### src/rtl/ram_port_arbiter.sv
// ram_port_arbiter
// Shares one polynomial RAM (one write port, one read port) among N_CH client
// engines. Ownership is steered directly by the controller (mode=0, owner=sel)
// or rotated among requesting engines (mode=1, round-robin with burst hold).
// Read strobes are tagged with the owner index and the tag travels alongside
// the RAM read latency, so the read-valid lands on the channel that issued the
// read even when ownership has moved on. Writes from non-owners are dropped
// and latched into a sticky per-channel error flag.
//
// Ports
//   clk, rst       single clock, synchronous active-high reset
//   mode, sel      0 = fixed owner sel, 1 = round-robin over ch_req
//   ch_req         per-channel ownership request (round-robin mode)
//   ch_wen/waddr/wdata  per-channel write port (packed, channel i at slice i)
//   ch_ren/raddr   per-channel read port (packed)
//   ch_gnt         one-hot current owner, zero when unowned
//   ch_rvalid      one-hot read-return valid, RD_LAT cycles after the strobe
//   ch_rdata       RAM read data, broadcast to all channels
//   wr_block_err   sticky: channel wrote while not owner
//   ram_*          RAM-side write/read address and data
module ram_port_arbiter #(
    parameter int N_CH   = 4,
    parameter int DW     = 96,
    parameter int AW     = 8,
    parameter int RD_LAT = 1,
    parameter int CW     = (N_CH > 1) ? $clog2(N_CH) : 1
) (
    input  logic              clk,
    input  logic              rst,
    input  logic              mode,
    input  logic [CW-1:0]     sel,
    input  logic [N_CH-1:0]   ch_req,
    input  logic [N_CH-1:0]   ch_wen,
    input  logic [N_CH*AW-1:0] ch_waddr,
    input  logic [N_CH*DW-1:0] ch_wdata,
    input  logic [N_CH-1:0]   ch_ren,
    input  logic [N_CH*AW-1:0] ch_raddr,
    output logic [N_CH-1:0]   ch_gnt,
    output logic [N_CH-1:0]   ch_rvalid,
    output logic [DW-1:0]     ch_rdata,
    output logic [N_CH-1:0]   wr_block_err,
    output logic              ram_wen,
    output logic [AW-1:0]     ram_waddr,
    output logic [DW-1:0]     ram_wdata,
    output logic [AW-1:0]     ram_raddr,
    input  logic [DW-1:0]     ram_rdata
);

    function automatic logic [N_CH-1:0] onehot(input logic [CW-1:0] idx);
        logic [N_CH-1:0] v;
        v = '0;
        v[idx] = 1'b1;
        return v;
    endfunction

    logic [CW-1:0] gidx;
    logic          gvalid;
    logic [CW-1:0] last;

    // Unpacked views of the packed per-channel buses
    logic [AW-1:0] waddr_a [N_CH];
    logic [DW-1:0] wdata_a [N_CH];
    logic [AW-1:0] raddr_a [N_CH];

    always_comb begin
        for (int i = 0; i < N_CH; i++) begin
            waddr_a[i] = ch_waddr[i*AW +: AW];
            wdata_a[i] = ch_wdata[i*DW +: DW];
            raddr_a[i] = ch_raddr[i*AW +: AW];
        end
    end

    // Round-robin candidate: first requester searching upward from last+1,
    // wrapping, so the most recent winner has lowest priority.
    logic          rr_found;
    logic [CW-1:0] rr_idx;

    always_comb begin
        rr_found = 1'b0;
        rr_idx   = last;
        for (int k = 1; k <= N_CH; k++) begin
            if (!rr_found && ch_req[CW'((int'(last) + k) % N_CH)]) begin
                rr_found = 1'b1;
                rr_idx   = CW'((int'(last) + k) % N_CH);
            end
        end
    end

    // Grant register: fixed select, burst hold, rotate, or release
    always_ff @(posedge clk) begin
        if (rst) begin
            gidx   <= '0;
            gvalid <= 1'b0;
            last   <= CW'(N_CH - 1);
        end else if (!mode) begin
            gidx   <= sel;
            gvalid <= 1'b1;
        end else if (gvalid && ch_req[gidx]) begin
            gidx   <= gidx;
        end else if (rr_found) begin
            gidx   <= rr_idx;
            gvalid <= 1'b1;
            last   <= rr_idx;
        end else begin
            gvalid <= 1'b0;
        end
    end

    assign ch_gnt = gvalid ? onehot(gidx) : '0;

    // RAM drive straight from the registered owner; idle port drives zeros
    always_comb begin
        ram_wen   = 1'b0;
        ram_waddr = '0;
        ram_wdata = '0;
        ram_raddr = '0;
        if (gvalid) begin
            ram_wen   = ch_wen[gidx];
            ram_waddr = waddr_a[gidx];
            ram_wdata = wdata_a[gidx];
            ram_raddr = raddr_a[gidx];
        end
    end

    // Any write strobe from a channel that is not the current owner is latched
    always_ff @(posedge clk) begin
        if (rst) begin
            wr_block_err <= '0;
        end else begin
            wr_block_err <= wr_block_err | (ch_wen & ~ch_gnt);
        end
    end

    // Read-tag pipeline, stage p0 aligned with the RAM address cycle
    logic          vld_p [RD_LAT];
    logic [CW-1:0] tag_p [RD_LAT];

    always_ff @(posedge clk) begin
        if (rst) begin
            for (int s = 0; s < RD_LAT; s++) vld_p[s] <= 1'b0;
        end else begin
            vld_p[0] <= gvalid & ch_ren[gidx];
            for (int s = 1; s < RD_LAT; s++) vld_p[s] <= vld_p[s-1];
        end
    end

    always_ff @(posedge clk) begin
        tag_p[0] <= gidx;
        for (int s = 1; s < RD_LAT; s++) tag_p[s] <= tag_p[s-1];
    end

    // Return stage: tag emerges together with the RAM data
    assign ch_rvalid = vld_p[RD_LAT-1] ? onehot(tag_p[RD_LAT-1]) : '0;
    assign ch_rdata  = ram_rdata;

endmodule

### config.mk
export PLATFORM = sky130hd
export DESIGN_NAME = ram_port_arbiter
export DESIGN_NICKNAME = d
export VERILOG_FILES = /design/src/rtl/ram_port_arbiter.sv
export SDC_FILE = /design/constraint.sdc
export NUM_CORES = 1
export LEC_CHECK = 0
export CORE_AREA = 4 4 305 307
export DETAILED_ROUTE_END_ITERATION = 6
export DIE_AREA = 0 0 309 311
export HOLD_SLACK_MARGIN = 0.05
export PLACE_DENSITY = 0.3
export SYNTH_ARGS = -nofsm -noshare
export SYNTH_HDL_FRONTEND = slang
export SYNTH_SLANG_ARGS = --single-unit
### constraint.sdc
create_clock -name clk -period 2.5 [get_ports clk]
set_input_delay 0.25 -clock clk [delete_from_list [all_inputs] [get_ports clk]]
set_output_delay 0.25 -clock clk [all_outputs]
set_load 0.01 [all_outputs]
==> impl_results.md, run 1 <==
* Status: finished, final reports clean
* CTS Buf Count at 3
* Worst-path fanout max at 11
* WHS at 0.448 ns
* WP data required at 2.25 ns
* Post-DR wirelength/cell at 20.9 um
* Row cnt at 110
* Multi-input logic area at 3630 um^2
* Grt ovf at 0
* Reg power frac at 8.0%
* Internal at 1.92 mW
* Die height at 311 um
* I/O pins at 782
* Clk_lat worst skew at 0.27 ns
* FF-to-FF setup slack at 0.32 ns
* Clock buffer depth at 2
* Die Wd at 309 um
* Worst setup margin at 0.0677 ns
* Worst hold path class: reg2reg
* Startpoint types: register
* IR drop worst, VDD at 0.179 mV
* Fin. max-slew vios at 0
* Root Buffer: clkbuf_16
* H-tree levels at 1
* Gate Count Post-Synth at 441
* Register area at 251 um^2
* Met2 usage at 15.4%
* Worst slew pin tran at 0.412 ns
* Max_slew headroom at 72.5%
* Starting Density at 5.37%
* Tcrit/Tclk final at 97.3%
* Busiest grt layer: met2
* Clk sink count at 12
* DRT Pass-1 Iters at 4
* Antenna violations before repair at 5
* Synthesized Nets at 1,002
* Most common cell after layout, fill and taps aside: clkdlybuf4s50_1
* Initial DRC Count at 211
* DIE AREA at 96,100 um^2
* Met1 GRT Util at 9.79%
* CP arrival at 2.18 ns
* Final Hold Fails at 0
* Share of cells above drive strength 1 at 18.6%
* CTS tree: done
* Pwr/cell area at 243 nW/um^2
* Via/cell ratio at 2.77
* Clk pwr share at 13.3%
* DRC viols at 0
* Final critical-path required period at 2.43 ns
* Max Fclk at 0.411 GHz
* Unique masters post-synth at 33
* Vias at 5,854
* Mapped Area at 4830 um^2
* Top-area cell type share of the netlist area at 53.1%
* Post-DP HPWL at 38,400 um
* Hold-fix buffers, CTS at 0
* Kind of critical path: reg2out
* First-pass GRT wire length at 57,200 um
* Area added between synthesis and finish at 146%
* Switching part of the total at 33.4%
* Top post-synthesis cells by area: mux4_2 53%, buf_4 15%, and2_1 15%
* GRT Resource Usage Total at 8.56%
* Ys Warns at 0
* I/O Buffers at 589
* GR Util met3 at 2.92%
* Clock skew at 0.0148 ns
* Leak at 4.41 nW
* CP endpoint kind: output port
* Combinational fraction of design power at 78.7%
* Final Wtd Congestion at 0.771
* Post-Route WL at 44,100 um
* Synth area leader: mux4_2
* Post-Place Worst Slack at 0.163 ns
* Total core area at 90,000 um^2
* Nets@finish at 1,498
* Mapped Avg Cell Area at 11.0 um^2
* Final setup fails at 0
* Register area share after synthesis at 4.97%
* Setup TNS at 0 ns
* Most frequent cells in the layout: 499 x clkdlybuf4s50_1, 114 x mux4_2, 113 x and2_1
* Vias in the first global route at 6,534
* Switch Pwr at 0.963 mW
* Fillers at 10,257
* DRT antenna net count at 0
* Synthesis-stage register bit count at 12
* MaxCap Viol Count at 0
* Total power at 2.88 mW
* Clock Pin Slew Worst Setup and Hold Paths at 0.07 ns
* Unrepaired setup endpoints after global routing: yes
* Largest net degree at the start of global routing at 59
registers in the layout, indices dropped and copies added, names as in the netlist:
signal and flops:
gvalid 1, wr_block_err 4, vld_p 1, tag_p 2, gidx 2, last 2
stage by stage:
stage               std cells  cell area, um^2  utilization, %
floorplan                 441             4830               -
global placement         2101            11600            12.9
detailed placement       2101            11600            12.9
CTS                      2111            11800            13.1
global route             2112            11900            13.2
finish                   2113            11900            13.2
logic make-up (layout without fill, tap and decap cells):
| logic type | Yosys count | in the layout | synth area share (%) |
|---|---|---|---|
| other | 0 | 1 | 0 |
| and+or+nand+nor | 144 | 144 | 18.3 |
| AOI/OAI and AO/OA | 25 | 25 | 3.16 |
| DFF | 12 | 12 | 4.97 |
| muxes | 117 | 117 | 53.8 |
| buffers and inverters | 143 | 638 | 19.8 |
metal layers:
layer	vias up	part of all wire, %
li1	2567	-
met1	2861	39
met2	360	50
met3	60	9.5
met4	6	2.2
met5	-	0.086
worst max-delay path, stage by stage (launching register included):
cell	delay, ns
dfxtp_4	0.39
buf_12	0.18
buf_6	0.17
mux4_2	0.50
and2_1	0.18
clkdlybuf4s50_1	0.48
synth_stat cells:
master    count
o21ai_0       5
inv_1         5
a22o_1        1
nor4_1        1
buf_4        96
and3b_1       3
a211oi_2      1
mux2i_1       3
o21bai_1      1
nor2_1        7
mux4_2      114
nor2b_1       2
buf_2        18
nand2b_1      5
or3b_4        1
a31oi_1       2
a21boi_0      1
and3_1        1
buf_6         5
o211ai_1      1
nand3b_1      1
o21ai_1       2
o22ai_1       3
clkbuf_2      1
dfxtp_1      12
a21oi_1       7
a22oi_1       1
nand2_1       6
or4_1         1
clkbuf_1     18
nand3_1       2
and2_1      113
nor3b_1       1
path summary, 6_finish.rpt:
| check | cells after the start | from | endpoint |
|---|---|---|---|
| worst max-delay path | 5 | gidx[0]$_SDFFE_PP0P_ | ram_waddr[3] |
| worst min-delay path | 2 | wr_block_err[1]$_SDFF_PP0_ | wr_block_err[1]$_SDFF_PP0_ |
| worst max register to register | 7 | gidx[1]$_SDFFE_PP0P_ | gidx[0]$_SDFFE_PP0P_ |
| worst min register to register | 2 | wr_block_err[1]$_SDFF_PP0_ | wr_block_err[1]$_SDFF_PP0_ |
cell type report:
type                       instances  area share (%)
timing repair buffer             629            53.9
multi-input combinational        286            30.6
tap                             1176            12.4
sequential                        12            2.12
clock buffer                       4           0.749
inverter                           5           0.158
antenna                            1          0.0211
power by group through the flow:
stage / Combinational [mW] / Clock [mW] / Sequential (mW)
2_1_floorplan: 1.01 / 0 / 0.224
3_3_place_gp: 2.36 / 0 / 0.235
3_5_place_dp: 2.35 / 0 / 0.235
4_1_cts: 2.35 / 0.417 / 0.232
5_1_grt: 2.42 / 0.429 / 0.235
6_report: 2.27 / 0.383 / 0.232
repair_timing:
| item | in CTS | in global routing |
|---|---|---|
| resized for setup | 66 | 44 |
| cloned | 1 | 0 |
| setup buffers | 5 | 1 |
| endpoints found under the setup margin | 93 | 56 |
(Power assumes the default switching activity.)
==> run 2: changes to the inputs <==
CORE_AREA = 2 2 303 305   (was 4 4 305 307)
DIE_AREA = 0 0 305 307   (was 0 0 309 311)
==> impl_results.md, run 2 (synthesized netlist as in run 1, its figures left out) <==
* Initial DRC Count at 250
* Worst hold start: wr_block_err[0]$_SDFF_PP0_
* Hold-fix buffers, CTS at 0
* WHS at 0.448 ns
* CTS Buf Count at 3
* Status: finished, final reports clean
* Ant diodes at 0
* Final Cell Area at 12,000 um^2
* RR Startpoint: gidx[0]$_SDFFE_PP0P_
* DRT antenna net count at 0
* Max_slew headroom at 60.4%
* DIE AREA at 93,600 um^2
* Worst slew pin tran at 0.589 ns
* Row cnt at 111
* Die Wd at 305 um
* R2R cell count at 7
* FF-to-FF setup slack at 0.63 ns
* Antenna violations before repair at 4
* Post-DP HPWL at 35,400 um
* I/O Buffers at 589
* Worst setup margin at 0.0426 ns
* CP endpoint kind: output port
* CTS tree: done
* Final setup fails at 0
* Startpoint types: register
* Post-Place Worst Slack at 0.117 ns
* DRT Pass-1 Iters at 4
* Area added between synthesis and finish at 148%
* Vias in the first global route at 6,628
* Worst-path fanout max at 12
* Largest net degree at the start of global routing at 54
* H-tree levels at 1
* Post-Route WL at 40,200 um
* Starting Density at 5.33%
* Post-DR wirelength/cell at 18.9 um
* Fin. max-slew vios at 0
* Pwr/cell area at 243 nW/um^2
* Max Fclk at 0.407 GHz
* Final Hold Fails at 0
* Setup TNS at 0 ns
* Unrepaired setup endpoints after global routing: yes
* Total core area at 90,700 um^2
* WHS Endpoint: wr_block_err[0]$_SDFF_PP0_
* Largest register by flop count: wr_block_err
* Root Buffer: clkbuf_16
* Die height at 307 um
* Vias at 5,858
* Register area at 251 um^2
* Clock Pin Slew Worst Setup and Hold Paths at 0.05 ns
* Clk sink count at 12
* Via/cell ratio at 2.75
* Final critical-path required period at 2.46 ns
* Clock buffer depth at 2
* Kind of critical path: reg2out
* IR drop worst, VDD at 0.219 mV
* Grt ovf at 0
* Share of cells above drive strength 1 at 18.5%
* Clk_lat worst skew at 0.25 ns
* Tcrit/Tclk final at 98.3%
* Total power at 2.91 mW
* Most frequent cells in the layout: 535 x clkdlybuf4s50_1, 114 x mux4_2, 113 x and2_1
* Final Instance Count excl. Fillers at 2,130
* Max reg flops at 4
* Layout Utilization at 13.2%
* Fillers at 10,274
* WP data required at 2.25 ns
* Worst R2R End: last[0]$_SDFFE_PP1P_
* MaxCap Viol Count at 0
* Leak at 4.16 nW
* Area of placed instances at 11,700 um^2
* Clock skew at 0.00261 ns
* First-pass GRT wire length at 54,000 um
* Hold path cells at 2
* Multi-input logic area at 3630 um^2
* Most common cell after layout, fill and taps aside: clkdlybuf4s50_1
* Cells after DPL at 2,108
* I/O pins at 782
* Final Wtd Congestion at 0.819
* GRT Resource Usage Total at 8.14%
* Nets@finish at 1,506
* Worst hold path class: reg2reg
* DRC viols at 0
* CP arrival at 2.21 ns
-- run 2: changes by cell type in the layout (fill, tap and decap cells not counted), moves of 3 or more --
cell | previous run | this run
clkdlybuf4s50_1 | 499 | 535
clkbuf_2 | 5 | 0
buf_6 | 7 | 0
buf_16 | 1 | 4
dlygate4sd2_1 | 45 | 36
buf_4 | 23 | 33
dlymetal6s2s_1 | 33 | 14
-- run 2: repair_timing --
item | in CTS | in global routing
buffers inserted | 4 | 14
gates resized for setup | 42 | 16
endpoints found under the setup margin | 60 | 33
-- run 2: area by class of cell --
type	count	share of cell area, %
clock buffers	4	0.742
inverters	5	0.157
multi-input cells	286	30.3
flip-flops and latches	12	2.10
well taps	1186	12.4
repair buffers	637	54.3
-- run 2: worst max-delay path by stage --
stage | start | cells past startpoint | slack (ns) | to
after floorplan | gidx[0]$_SDFFE_PP0P_ | 5 | 0.74 | ram_wdata[18]
after global placement | gidx[0]$_SDFFE_PP0P_ | 5 | 0.10 | ram_wdata[8]
after detailed placement | gidx[0]$_SDFFE_PP0P_ | 5 | 0.12 | ram_wdata[8]
after CTS | gidx[0]$_SDFFE_PP0P_ | 5 | -0.01 | ram_wdata[31]
after global routing | gidx[0]$_SDFFE_PP0P_ | 5 | -0.05 | ram_wdata[12]
final | gidx[0]$_SDFFE_PP0P_ | 5 | 0.04 | ram_wdata[12]
-- run 2: routing by layer --
layer / vias up / wire length (um) / track usage (%)
met5: - / 40 / 0
met1: 2839 / 15400 / 9.34
met3: 62 / 3640 / 2.94
met2: 361 / 20400 / 14.5
li1: 2590 / - / -
met4: 6 / 784 / 1.53
-- run 2: critical path, cell delays in order (launching register included) --
cell and delay (ns):
dfxtp_4 0.37, buf_12 0.18, buf_4 0.20, mux4_2 0.53
and2_1 0.17, clkdlybuf4s50_1 0.47
-- run 2: report_power, final --
group	switching [mW]	internal (mW)
logic	0.790	1.52
clock network	0.112	0.244
registers	0.0362	0.208
